$ cat src/rtl/accel_lock_arbiter.sv
// Mutual-exclusion lock in front of one shared accelerator: round-robin grant,
// idle watchdog with forced release, and a one-cycle cooldown between owners.
//
// state    | meaning
// FREE     | no owner; acquire requests are arbitrated round-robin
// HELD     | owner_q holds the accelerator; watchdog running
// COOLDOWN | one dead cycle after release/timeout; requests ignored
module accel_lock_arbiter #(
    parameter int unsigned N_CLIENTS = 2,
    parameter logic [31:0] LOCK_ADDR = 32'h54,
    parameter int unsigned TIMEOUT   = 1024
) (
    input  logic        clk,
    input  logic        rst_n,
    input  logic [31:0] addr_in       [N_CLIENTS],
    input  logic        wr_en_in      [N_CLIENTS],
    input  logic        select_in     [N_CLIENTS],
    input  logic [31:0] data_in       [N_CLIENTS],
    input  logic [31:0] data_accel_in,
    output logic [31:0] addr_o,
    output logic        wr_en_o,
    output logic        accel_select_o,
    output logic [31:0] data_out      [N_CLIENTS],
    output logic [31:0] lock_owner_o,
    output logic        timeout_evt_o
);

    typedef enum logic [1:0] {FREE, HELD, COOLDOWN} state_t;

    localparam logic [31:0] NC      = 32'(N_CLIENTS);
    localparam logic [31:0] TO_LAST = 32'(TIMEOUT - 1);

    state_t      state_q;
    logic [31:0] owner_q;
    logic [31:0] last_owner_q;
    logic [31:0] wdog_q;
    logic        timeout_evt_q;

    logic [N_CLIENTS-1:0] acq;
    logic [N_CLIENTS-1:0] rel;
    logic                 own_sel;
    logic                 own_wr;
    logic                 own_rel;
    logic [31:0]          own_addr;
    logic                 gnt_found;
    logic [31:0]          gnt_idx;
    logic [31:0]          cand;

    always_comb begin
        acq      = '0;
        rel      = '0;
        own_sel  = 1'b0;
        own_wr   = 1'b0;
        own_rel  = 1'b0;
        own_addr = '0;
        for (int i = 0; i < N_CLIENTS; i++) begin
            acq[i] = select_in[i] && wr_en_in[i] && (addr_in[i] == LOCK_ADDR)
                     && (data_in[i] == 32'd1);
            rel[i] = select_in[i] && wr_en_in[i] && (addr_in[i] == LOCK_ADDR)
                     && (data_in[i] == 32'd0);
            if (owner_q == 32'(i)) begin
                own_sel  = select_in[i];
                own_wr   = wr_en_in[i];
                own_rel  = rel[i];
                own_addr = addr_in[i];
            end
        end
    end

    // Search starts one past the previous owner; candidate never exceeds 2N-1,
    // so a single wrap subtraction keeps it in range.
    always_comb begin
        gnt_found = 1'b0;
        gnt_idx   = NC;
        cand      = '0;
        for (int k = 0; k < N_CLIENTS; k++) begin
            cand = last_owner_q + 32'd1 + 32'(k);
            if (cand >= NC) cand = cand - NC;
            for (int j = 0; j < N_CLIENTS; j++) begin
                if (!gnt_found && cand == 32'(j) && acq[j]) begin
                    gnt_found = 1'b1;
                    gnt_idx   = cand;
                end
            end
        end
    end

    always_ff @(posedge clk or negedge rst_n) begin
        if (!rst_n) begin
            state_q       <= FREE;
            owner_q       <= NC;
            last_owner_q  <= NC - 32'd1;
            wdog_q        <= '0;
            timeout_evt_q <= 1'b0;
        end else begin
            timeout_evt_q <= 1'b0;
            case (state_q)
                FREE: begin
                    if (gnt_found) begin
                        state_q      <= HELD;
                        owner_q      <= gnt_idx;
                        last_owner_q <= gnt_idx;
                        wdog_q       <= '0;
                    end
                end
                HELD: begin
                    if (own_rel) begin
                        state_q <= COOLDOWN;
                        owner_q <= NC;
                        wdog_q  <= '0;
                    end else if (own_sel) begin
                        wdog_q <= '0;
                    end else if (wdog_q >= TO_LAST) begin
                        state_q       <= COOLDOWN;
                        owner_q       <= NC;
                        wdog_q        <= '0;
                        timeout_evt_q <= 1'b1;
                    end else begin
                        wdog_q <= wdog_q + 32'd1;
                    end
                end
                COOLDOWN: state_q <= FREE;
                default: begin
                    state_q <= FREE;
                    owner_q <= NC;
                end
            endcase
        end
    end

    assign lock_owner_o  = owner_q;
    assign timeout_evt_o = timeout_evt_q;

    // Lock-register traffic from the owner never reaches the accelerator.
    always_comb begin
        addr_o         = '0;
        wr_en_o        = 1'b0;
        accel_select_o = 1'b0;
        if (state_q == HELD && own_addr != LOCK_ADDR) begin
            addr_o         = own_addr;
            wr_en_o        = own_wr;
            accel_select_o = own_sel;
        end
    end

    always_comb begin
        for (int i = 0; i < N_CLIENTS; i++) begin
            if (addr_in[i] == LOCK_ADDR)
                data_out[i] = owner_q;
            else if (state_q == HELD && owner_q == 32'(i))
                data_out[i] = data_accel_in;
            else
                data_out[i] = '0;
        end
    end

endmodule
$ cat config.mk
export PLATFORM = sky130hd
export DESIGN_NAME = accel_lock_arbiter
export DESIGN_NICKNAME = d
export VERILOG_FILES = /design/src/rtl/accel_lock_arbiter.sv
export SDC_FILE = /design/constraint.sdc
export NUM_CORES = 1
export LEC_CHECK = 0
export CELL_PAD_IN_SITES_DETAIL_PLACEMENT = 0
export CELL_PAD_IN_SITES_GLOBAL_PLACEMENT = 1
export CORE_ASPECT_RATIO = 0.9
export CORE_UTILIZATION = 35
export DETAILED_ROUTE_END_ITERATION = 10
export PLACE_DENSITY = 0.87
export SLEW_MARGIN = 0
export SYNTH_ARGS = -nofsm -noshare
export SYNTH_HDL_FRONTEND = slang
export SYNTH_SLANG_ARGS = --single-unit
$ cat constraint.sdc
create_clock -name clk -period 6.6 [get_ports clk]
set_input_delay 1.32 -clock clk [delete_from_list [all_inputs] [get_ports clk]]
set_output_delay 1.32 -clock clk [all_outputs]
set_load 0.01 [all_outputs]
==> impl_metrics.csv, run 1 <==
group,metric,value,unit
cts,clockBufferDepth,2,
outcome,status,"finished clean",
power,p_int,974,uW
synthesis,synthFlopType,"dfrtp_1",
place,port_buffers,296,
cells_and_area,drive_gt1_share,8.08,%
power,powerDensity,98.9,nW/um2
synthesis,async_flop_share,100,%
grt,grt_usage,28.9,%
cells_and_area,ff_latch_area,2480,um2
detailed_routing,antenna_left,0,
place,placed_area,12900,um2
timing,final.period_utilization,93.3,%
place,place.gp.congestion,1.00,
power,ir_worst_vdd,0.113,mV
detailed_routing,firstDrtPassIters,6,
floorplanning,die_area,28100,um2
floorplanning,num_rows,57,
cts,cts_buffers,9,
grt,grt_pass1_wl,62400,um
synthesis,synthesis.nets,1334,
cells_and_area,fin_area,13200,um2
min_path,min-delay-start,"wdog_q[5]$_DFFE_PN0P_",
worst_setup_path,endpoint_kind,"flop",
detailed_routing,wirelength,41700,um
grt,grt_antenna_before_repair,1,
power,switching_share,25.6,%
min_path,hold_class,"reg2reg",
power,leakage,4.84,nW
cells_and_area,nets,1592,
detailed_routing,drc,0,
synthesis,synth_seq_cells,99,
synthesis,syn_area_per_cell,8.27,um2
cells_and_area,instances_no_fill,1778,
timing,setup_viol,0,
cells_and_area,syn_to_final_growth,38.2,%
synthesis,synth_edf_count,0,
worst_setup_path,path_class,"reg2reg",
floorplanning,die_w,176,um
floorplanning,die-height,159,um
synthesis,yosysWarnings,0,
floorplanning,start_util,35.6,%
power,combPwrFrac,11.2,%
power,p_sw,335,uW
worst_setup_path,reg2reg_from,"last_owner_q[0]$_DFFE_PN1P_",
grt,gr-total-overflow,0,
timing,fin_crit,6.16,ns
worst_setup_path,cp.arrival,6.39,ns
timing,skew,0.00942,ns
cts,cts_hold_buffers,0,
worst_setup_path,reg2reg_slack,0.44,ns
worst_setup_path,crit_start,"last_owner_q[0]$_DFFE_PN1P_",
place,dp.cells,1761,
timing,fin_setup_tns,0,ns
worst_setup_path,start_kind,"flop",
power,clkPwrFrac,42.5,%
cells_and_area,multi_input_area,6680,um2
floorplanning,pin_count,297,
timing,worst_pin_slew,0.935,ns
cells_and_area,final_common_cell,"clkdlybuf4s50_1",
power,power_frac_seq,46.3,%
worst_setup_path,slowest_stage,"o31ai_4",
cts,htreeDepth,3,
cells_and_area,final_cell_mix,"clkdlybuf4s50_1, dfrtp_1, nor2_1",
cts,cts-root-buf,"clkbuf_16",
cts,cts.sinks,99,
cts,clk_pin_slew_worst_paths,0.08,ns
floorplanning,coreArea,27000,um2
synthesis,seq_area_frac_synth,25.9,%
worst_setup_path,cp_max_fo,22,
detailed_routing,viasPerCell,6.12,
cts,cts_tree,"done",
timing,hold_violations,0,
place,dp_hpwl,33500,um
timing,clock.fmax,162,MHz
grt,first_global_vias,10100,
cts,post_cts_resized,0,
worst_setup_path,max_stage_delay,0.68,ns
run,maxCapViolations,0,
synthesis,postSynthCellCount,1160,
detailed_routing,wl_per_cell,23.4,um
cells_and_area,fill_cells,2660,
worst_setup_path,crit_chain,"clkinv_1 -> ha_1 -> ha_1 -> nand3b_1 -> inv_1 -> o211ai_1 -> nor4_2 -> buf_4 -> nand4_1 -> or2_2 -> o22ai_1 -> o211ai_1 -> or3_1 -> nand3_1 -> nand3_1 -> o31ai_4 -> buf_12 -> a21boi_1",
detailed_routing,num_vias,10900,
cts,cts_setup_buffers,0,
synthesis,ys_types,95,
grt,grt_max_degree,67,
timing,drv_slew,0,
worst_setup_path,required,6.83,ns
timing,rsz0062_at_grt,"no",
synthesis,syn_area,9590,um2
detailed_routing,first_iter_violations,917,
timing,slew_headroom,37.6,%
cts,clk_latency,0.36,ns
metrics by stage:
| step | util (%) | worst slack [ns] | hold WS (ns) | total power, mW |
|---|---|---|---|---|
| 3_3_place_gp | 48.0 | 0.617 | 0.472 | 0.761 |
| 2_1_floorplan | - | 1.04 | 0.455 | 0.631 |
| 6_report | 49.1 | 0.443 | 0.497 | 1.31 |
| 5_1_grt | 49.1 | 0.0695 | 0.522 | 1.35 |
| 3_5_place_dp | 48.0 | 0.580 | 0.481 | 0.762 |
| 4_1_cts | 49.1 | 0.553 | 0.492 | 1.33 |
cells in the mapped netlist, types with 5 or more instances:
| cell | instances | area share (%) |
|---|---|---|
| a211o_1 | 5 | 0.46 |
| a211oi_1 | 9 | 0.70 |
| a21boi_0 | 32 | 2.5 |
| a21boi_1 | 27 | 2.1 |
| a21oi_1 | 43 | 2.2 |
| a21oi_2 | 9 | 0.82 |
| a22o_1 | 63 | 5.8 |
| a31o_2 | 6 | 0.55 |
| a31oi_1 | 19 | 1.2 |
| and2_1 | 12 | 0.78 |
| and3_1 | 19 | 1.2 |
| and4_1 | 7 | 0.64 |
| buf_1 | 10 | 0.39 |
| buf_2 | 18 | 0.94 |
| buf_4 | 5 | 0.39 |
| clkbuf_1 | 48 | 1.9 |
| dfrtp_1 | 97 | 25 |
| ha_1 | 8 | 1.0 |
| inv_1 | 18 | 0.70 |
| mux2i_1 | 42 | 4.4 |
| nand2_1 | 65 | 2.5 |
| nand2b_1 | 7 | 0.46 |
| nand3_1 | 41 | 2.1 |
| nand4_1 | 41 | 2.7 |
| nand4b_1 | 5 | 0.46 |
| nor2_1 | 95 | 3.7 |
| nor2b_1 | 20 | 1.3 |
| nor3_1 | 41 | 2.1 |
| nor4_1 | 53 | 3.5 |
| nor4_2 | 10 | 1.3 |
| nor4b_1 | 9 | 0.82 |
| o211ai_1 | 10 | 0.78 |
| o21a_1 | 13 | 1.0 |
| o21ai_0 | 19 | 0.99 |
| o22ai_1 | 10 | 0.65 |
| o31a_1 | 5 | 0.46 |
| o31ai_1 | 6 | 0.47 |
| or3_1 | 14 | 0.91 |
| or4_1 | 19 | 1.5 |
| xnor2_1 | 56 | 5.1 |
| xor2_1 | 16 | 1.5 |
metal layers:
metal	GRT usage (%)	vias to the layer above	share of wire (%)	wire, um
met1	40.9	5344	45	18700
met2	44.3	480	45	18500
met5	0	-	0	0
met4	7.37	0	1.9	790
li1	-	5004	-	-
met3	6.42	56	8.6	3570
cell families (layout without fill, tap and decap cells):
| family | after synthesis | after routing | synth area share [%] |
|---|---|---|---|
| compound gates | 332 | 332 | 26.3 |
| flops | 99 | 99 | 25.9 |
| mux | 46 | 46 | 4.85 |
| xor+xnor | 73 | 73 | 6.75 |
| buf+inv | 104 | 367 | 4.78 |
| fa+ha+maj | 8 | 8 | 1.04 |
| simple gates | 498 | 498 | 30.4 |
| other cells | 0 | 1 | 0 |
cell type report:
class	instances	area share, %
Clock inverter	7	0.689
Antenna cell	1	0.0189
Timing Repair Buffer	331	24.5
Clock buffer	9	1.70
Sequential cell	99	18.7
Inverter	20	0.567
Tap cell	354	3.34
Multi-Input combinational cell	957	50.4
power by group through the flow:
stage                     logic (mW)  clock network, mW  registers (mW)
after floorplan               0.0124                  0           0.618
after global placement         0.143                  0           0.618
after detailed placement       0.144                  0           0.618
after CTS                      0.146              0.575           0.606
after global routing           0.154              0.593           0.606
final                          0.147              0.557           0.606
state kept, by name, summed over array words and instances, names as in the netlist:
| register | flops |
|---|---|
| state_q | 2 |
| lock_owner_o | 32 |
| last_owner_q | 32 |
| wdog_q | 32 |
| timeout_evt_o | 1 |
final timing paths:
check | to | depth (start not counted)
setup / recovery | last_owner_q[5]$_DFFE_PN0P_ | 18
hold / removal | wdog_q[5]$_DFFE_PN0P_ | 1
setup reg to reg | last_owner_q[5]$_DFFE_PN0P_ | 18
hold reg to reg | wdog_q[5]$_DFFE_PN0P_ | 1
max in group asynchronous | last_owner_q[28]$_DFFE_PN0P_ | 2
min in group asynchronous | lock_owner_o[4]$_DFFE_PN0P_ | 1
critical path: cells and delay by family (launching register included):
family                   cells  cell delay, ns
adder cells (fa/ha/maj)      2            0.69
flip-flops                   1            0.67
AO/OA/AOI/OAI                5            1.63
AND/OR/NAND/NOR              7            1.96
buffers and inverters        4            1.02
(Power assumes the default switching activity.)
==> run 2: changes to the inputs <==
- SKIP_LAST_GASP: default -> 1
==> results of run 2 <==
No change in the layout: final DEF, timing and power equal those of run 1.
